File: config.mk
export PLATFORM = sky130hd
export DESIGN_NAME = mem_responder
export DESIGN_NICKNAME = d
export VERILOG_FILES = /design/src/rtl/mem_responder.sv
export SDC_FILE = /design/constraint.sdc
export NUM_CORES = 1
export LEC_CHECK = 0
export CORE_MARGIN = 5
export CORE_UTILIZATION = 51
export CTS_CLUSTER_SIZE = 20
export DETAILED_ROUTE_END_ITERATION = 8
export PLACE_DENSITY = 0.73
export RECOVER_POWER = 50
export SLEW_MARGIN = 40
export SYNTH_ARGS = -nofsm -noshare
export SYNTH_HDL_FRONTEND = slang
export SYNTH_SLANG_ARGS = --single-unit
File: constraint.sdc
create_clock -name clock -period 2.4 [get_ports clock]
set_input_delay 0.72 -clock clock [delete_from_list [all_inputs] [get_ports clock]]
set_output_delay 0.72 -clock clock [all_outputs]
set_load 0.05 [all_outputs]
File: src/rtl/mem_responder.sv
// mem_responder: snooping memory model. It answers cache read misses after a
// fixed latency, absorbs write-backs in every state, lets a cache intervention
// abort a pending access, and counts read misses it had to drop while busy.
module mem_responder #(
  parameter logic [1:0] ReadMiss  = 2'b01,
  parameter logic [1:0] ReadHit   = 2'b10,
  parameter logic [1:0] WriteBack = 2'b11,
  parameter int         LATENCY   = 2
) (
  input  logic       clock,
  input  logic       reset_n,
  input  logic [8:0] bus_in,
  input  logic       bus_valid,
  output logic [8:0] resp_out,
  output logic       resp_valid,
  input  logic       resp_ready,
  output logic       busy,
  output logic [3:0] drop_cnt
);

  // Out-of-range latencies fall back to a single cycle.
  localparam logic [3:0] LatEff = (LATENCY >= 1 && LATENCY <= 15) ? 4'(LATENCY) : 4'd1;

  typedef enum logic [1:0] {
    IDLE = 2'd0,
    WAIT = 2'd1,
    RESP = 2'd2
  } state_t;

  state_t     state_q;
  logic [2:0] tag_q;
  logic [3:0] cnt_q;
  logic [8:0] resp_out_q;
  logic       resp_valid_q;
  logic [3:0] drop_q;
  logic [3:0] mem_q [8];

  logic [1:0] code_in;
  logic [2:0] tag_in;
  logic [3:0] val_in;
  logic       rm_d;
  logic       rh_d;
  logic       wb_d;
  logic [3:0] rd_val_d;

  assign code_in = bus_in[8:7];
  assign tag_in  = bus_in[6:4];
  assign val_in  = bus_in[3:0];

  // Decode the snooped transaction and form the reply value with write-back
  // forwarding so a same-edge write to the latched tag wins over the old data.
  always_comb begin
    rm_d     = bus_valid && (code_in != 2'b00) && (code_in == ReadMiss);
    rh_d     = bus_valid && (code_in != 2'b00) && (code_in == ReadHit);
    wb_d     = bus_valid && (code_in != 2'b00) && (code_in == WriteBack);
    rd_val_d = (wb_d && (tag_in == tag_q)) ? val_in : mem_q[tag_q];
  end

  // Control FSM, memory array, reply register and drop counter.
  always_ff @(posedge clock or negedge reset_n) begin
    if (!reset_n) begin
      state_q      <= IDLE;
      tag_q        <= 3'd0;
      cnt_q        <= 4'd0;
      resp_out_q   <= 9'd0;
      resp_valid_q <= 1'b0;
      drop_q       <= 4'd0;
      for (int i = 0; i < 8; i++) begin
        mem_q[i] <= 4'(i);
      end
    end else begin
      if (wb_d) begin
        mem_q[tag_in] <= val_in;
      end

      // Any read miss seen while an access is outstanding is lost.
      if (rm_d && (state_q != IDLE) && (drop_q != 4'd15)) begin
        drop_q <= drop_q + 4'd1;
      end

      case (state_q)
        IDLE: begin
          if (rm_d) begin
            tag_q   <= tag_in;
            cnt_q   <= LatEff;
            state_q <= WAIT;
          end
        end
        WAIT: begin
          if (rh_d && (tag_in == tag_q)) begin
            // Another cache supplied the line; abandon the access.
            cnt_q   <= 4'd0;
            state_q <= IDLE;
          end else if (cnt_q == 4'd1) begin
            cnt_q        <= 4'd0;
            resp_out_q   <= {ReadHit, tag_q, rd_val_d};
            resp_valid_q <= 1'b1;
            state_q      <= RESP;
          end else begin
            cnt_q <= cnt_q - 4'd1;
          end
        end
        RESP: begin
          if (resp_ready) begin
            resp_valid_q <= 1'b0;
            state_q      <= IDLE;
          end
        end
        default: begin
          resp_valid_q <= 1'b0;
          cnt_q        <= 4'd0;
          state_q      <= IDLE;
        end
      endcase
    end
  end

  assign resp_out   = resp_out_q;
  assign resp_valid = resp_valid_q;
  assign busy       = (state_q != IDLE);
  assign drop_cnt   = drop_q;

endmodule

# == After elaboration in Yosys (flattened, before gate mapping) ==
# Cells that the tools add are included.
# totals
ramBits,0
romBits,0
reg_bits,54
latch_bits,0
memories,0
# op_classes
order_cmp,3
mux,20
bitwise,5
add_sub_neg,2
n_mul,0
eq_ne,13
n_reduce_logical,17
div,0
n_shift,0
# op_table
cell,n
bitwise mux 32 bit,1
2-to-1 mux 4 bit,7
binary-select mux 4 bit (select 3 bit),1
demux 4 bit (select 3 bit),1
one-hot mux 4 bit (3 select lines),1
logical AND 1 bit,9
>= comparator 4 bit (second input constant),2
2-to-1 mux 2 bit,4
inequality test 2 bit (second input constant),4
inverter 3 -> 4 bit,2
== test 2 bit (second input constant),3
one-hot mux 2 bit (3 select lines),1
AND reduction 3 bit,2
adder 4 x 1 -> 4 bit (second input constant),1
== test 2 x 1 -> 1 bit (second input constant),2
== test 4 x 1 -> 1 bit (second input constant),1
< comparator 4 x 1 -> 1 bit (second input constant),1
inequality test 4 bit (second input constant),1
AND reduction 2 bit,2
AND reduction 4 bit,1
nonzero test 2 bit,2
subtractor 4 x 1 -> 4 bit (second input constant),1
== test 3 bit,1
2-to-1 mux 1 bit,3
4 further kinds,6

# == Longest topological paths before layout ==
# logic_depth
ltp_word,6
ltp_mapped,6
mapped_depth_nobuf,6

# == Worst setup path before layout ==
# Ideal clock, no wire load.
# synth_path
kind,input -> register
startpoint,input port bus_in[7]
endpoint,"register resp_out_q[0], in the netlist resp_out[0]"
setup_slack_ps,252
cell_stages,4
arrival_time_ps,2023
setup_ps,125
path_buffers,0
cell_sequence,nand3b_1 > o41ai_2 > nor3_4 > mux2_4
# synth_via
elab_chain_len,6
elab_cells_between_ends,11
classes_between,eq/ne: 2; mux: 1; bitwise: 1; reduce/logical: 7
# synth_lines
item,line_no,source
"start, declared",12,"input logic [8:0] bus_in,"
nonzero test 2 bit,"54, 55",
logical AND 1 bit,"54, 55",
logical AND 1 bit,54,rh_d = bus_valid && (code_in != 2'b00) && (code_in == ReadHit);
logical AND 1 bit,90,if (rh_d && (tag_in == tag_q)) begin
inverter 1 bit (no source line),--,
AND reduction 3 bit (no source line),--,
"end signal, assigned",96,"resp_out_q <= {ReadHit, tag_q, rd_val_d};"
"end, declared",33,logic [8:0] resp_out_q;
# Several ways; a longest one is shown, not always the timed one.
# A chain may end at the register's enable or synchronous reset.

# == Worst setup path in the final report ==
# layout_path
startpoint,input port bus_in[8]
endpoint,"register resp_out_q[0], in the netlist resp_out[0]"
# Same word-level chain as after synthesis.

==> results.cfg <==
[yosys]
synth_seq_area_share = 0.521
ys_ff_latch = 54
yosysWarnings = 0
syn_area_um2 = 2620
yosysTopAreaCell = dfrtp_1
syn_avg_cell_area_um2 = 14.4
synth_enable_flop_cells = 0
synth_nets = 198
synth_top_area_share = 0.401
synth_flop_cell = dfrtp_1
synthDistinctLibCells = 38
ys_async_sr_fraction = 1.00
synthCells = 182
synth_area_leaders = dfrtp_1, mux2_2, dfstp_2, mux4_1, mux2_4

[timing]
fin_worst_skew_ps = 5.40
maxSlewViolCount = 0
relSlewSlack = 0.104
finalCriticalPeriod_ps = 2370
holdWs_ps = 477
fmax_mhz = 422
setup_viol = 0
period_share = 0.987
finalSetupTns_ps = 0
final-hold-violation-count = 0
finalWorstSetupSlack_ps = 30.2
tightest_slew_ps = 1340
rsz0062_at_grt = false

[setup_path]
rrSetupSlack_ps = 60
crit_required_ps = 2600
cp_slowest_cell = or4_4
slowest_delay_ps = 600
worstPathMaxFanout = 4
crit_path_start_kind = primary input
reg2regPathDepth = 4
crit_type = in2reg
crit_path_end_kind = flop
crit_chain = dlygate4sd3_1, nand3_1, or4_4, mux2_2, mux2_4
r2r-end = resp_out[0]
critical_path_arrival_ps = 2570
r2r_start = tag_q[0]

[routing]
drt-vias-per-instance = 5.38
drc = 0
first_iter_violations = 50
final_antenna_net_count = 0
wl_per_cell_um = 17.1
drt_first_pass_iters = 4
num_vias = 1599
routed_wl_um = 5080

[cts]
clk-insertion-delay-late_ps = 300
clock_tree.buffer_depth = 2
numCtsBuffers = 5
clk_pin_slew_ps = 90
htreeDepth = 2
cts_root_buf = clkbuf_8
cts_tree = built
ctsHoldBuffers = 0
clock-sinks = 54

[min_path]
hold_path_depth = 1
hp-class = reg2reg
hold_end = resp_out[8]
hold_path.startpoint = resp_out[8]

[finish]
syn_to_final_growth_pct = 21.1
fin_nets = 242
antennaDiodeCount = 0
postLayoutCellArea_um2 = 3180
drive_gt1_frac = 0.410

[power]
vdd_drop_max_uv = 514
pwr_density_cell_nw_per_um2 = 1120
p_leak_nw = 1.40

[placement]
port_buffers = 26
dp_hpwl_um = 3800
place_congestion = 0.799
postPlaceCellArea_um2 = 3050
place_ws_ps = -324

[floorplan]
initial_core_util = 0.520
die_x_um = 81.7
core_area_um2 = 5040
io_pins = 28
die_area_um2 = 6680
die_h_um = 81.7
rows = 26

[global_route]
antenna_found_initial = 0
grt_pass1_vias = 1700
grt-ovfl-total = 0
grt_pass1_wl_um = 8450
globalRouteTotalUtil = 0.170
grt_max_degree = 31

[run_status]
outcome = completed

[job]
maxCapViolCount = 0
## cell usage in the layout (no fill, tap or decap), drive strengths merged, types with 2 or more instances in the layout
cell and n:
a21o 3, buf 15, clkbuf 12, clkdlybuf4s50 23, dfrtp 42, dfstp 12
ha 3, inv 3, mux2 51, mux4 8, nand2 4, nand2b 3
nand3b 2, nand4 2, nor2 12, nor4 2, or2 3, or3 5
xnor2 2, xor2 4
## where the power goes
group / internal [mW] / switching [mW] / total [mW] / leakage, nW
clock network: 0.312 / 0.274 / 0.586 / 0.0524
registers: 1.20 / 0.286 / 1.49 / 0.657
logic: 0.742 / 0.743 / 1.49 / 0.688
total: 2.25 / 1.30 / 3.56 / 1.40
## synthesized netlist by cell type, types with 2 or more instances
cell type / number
xnor2_1: 2
or2_2: 3
buf_6: 2
mux4_1: 7
mux2_2: 47
nor2_1: 12
dfstp_2: 12
dfrtp_1: 42
inv_1: 3
nand2_1: 4
ha_1: 3
nand4_1: 2
a21o_1: 3
nor4_1: 2
xor2_1: 4
nand3b_1: 2
or3_1: 5
clkbuf_1: 2
nand2b_1: 3
mux2_4: 4
## cell type report
cell class              count  area (um2)
well taps                  70        87.6
repair buffers             44         400
flip-flops and latches     54        1370
fillers                   385        1860
clock buffers               7        76.3
inverters                   3        11.3
multi-input cells         118        1210
clock inverters             1        30.0
## flip-flops by register name, indices dropped and copies added (netlist names)
| name | cells |
|---|---|
| resp_out | 8 |
| resp_valid | 1 |
| state_q | 2 |
| tag_q | 3 |
| mem_q | 32 |
| drop_cnt | 4 |
| cnt_q | 4 |
## through the flow
step	total power, mW	utilization	cells
global route	3.76	0.630	297
global placement	2.91	0.605	288
finish	3.56	0.630	297
floorplan	2.52	-	182
detailed placement	2.98	0.605	288
CTS	3.57	0.627	296
## timing repair
action	CTS	global route
endpoints found under the hold margin	0	0
cloned	0	0
setup endpoints to repair	4	7
pin swaps	0	1
buffers inserted	0	1
resized for setup	1	1
## cells by family after synthesis
group	share of synthesized area
DFF	0.521
buffers and inverters	0.0238
adders and majority gates	0.0143
muxes	0.303
AOI/OAI and AO/OA	0.0348
other	0.00143
and+or+nand+nor	0.0815
xor gates and xnor gates	0.0200
## how the worst max path moves through the flow
stage          startpoint          end  slack, ps  depth (start not counted)
2_1_floorplan   bus_in[7]  resp_out[0]        250                          4
3_3_place_gp    bus_in[4]  resp_out[1]       -280                          5
3_5_place_dp    bus_in[4]  resp_out[0]       -320                          5
4_1_cts         bus_in[4]  resp_out[5]          3                          6
5_1_grt         bus_in[4]  resp_out[0]          5                          5
6_report        bus_in[8]  resp_out[0]         30                          5
## worst max-delay path: cells and delay by family
family / cells / cell delay (ps)
buffers and inverters: 1 / 550
and+or+nand+nor: 2 / 730
muxes: 2 / 560
## layer usage
| layer | GRT usage | share of wire |
|---|---|---|
| met5 | 0 | 0 |
| met4 | 0.0399 | 0.010 |
| met3 | 0.0417 | 0.029 |
| met1 | 0.203 | 0.41 |
| met2 | 0.305 | 0.55 |
Power figures use the tool's default switching activity.
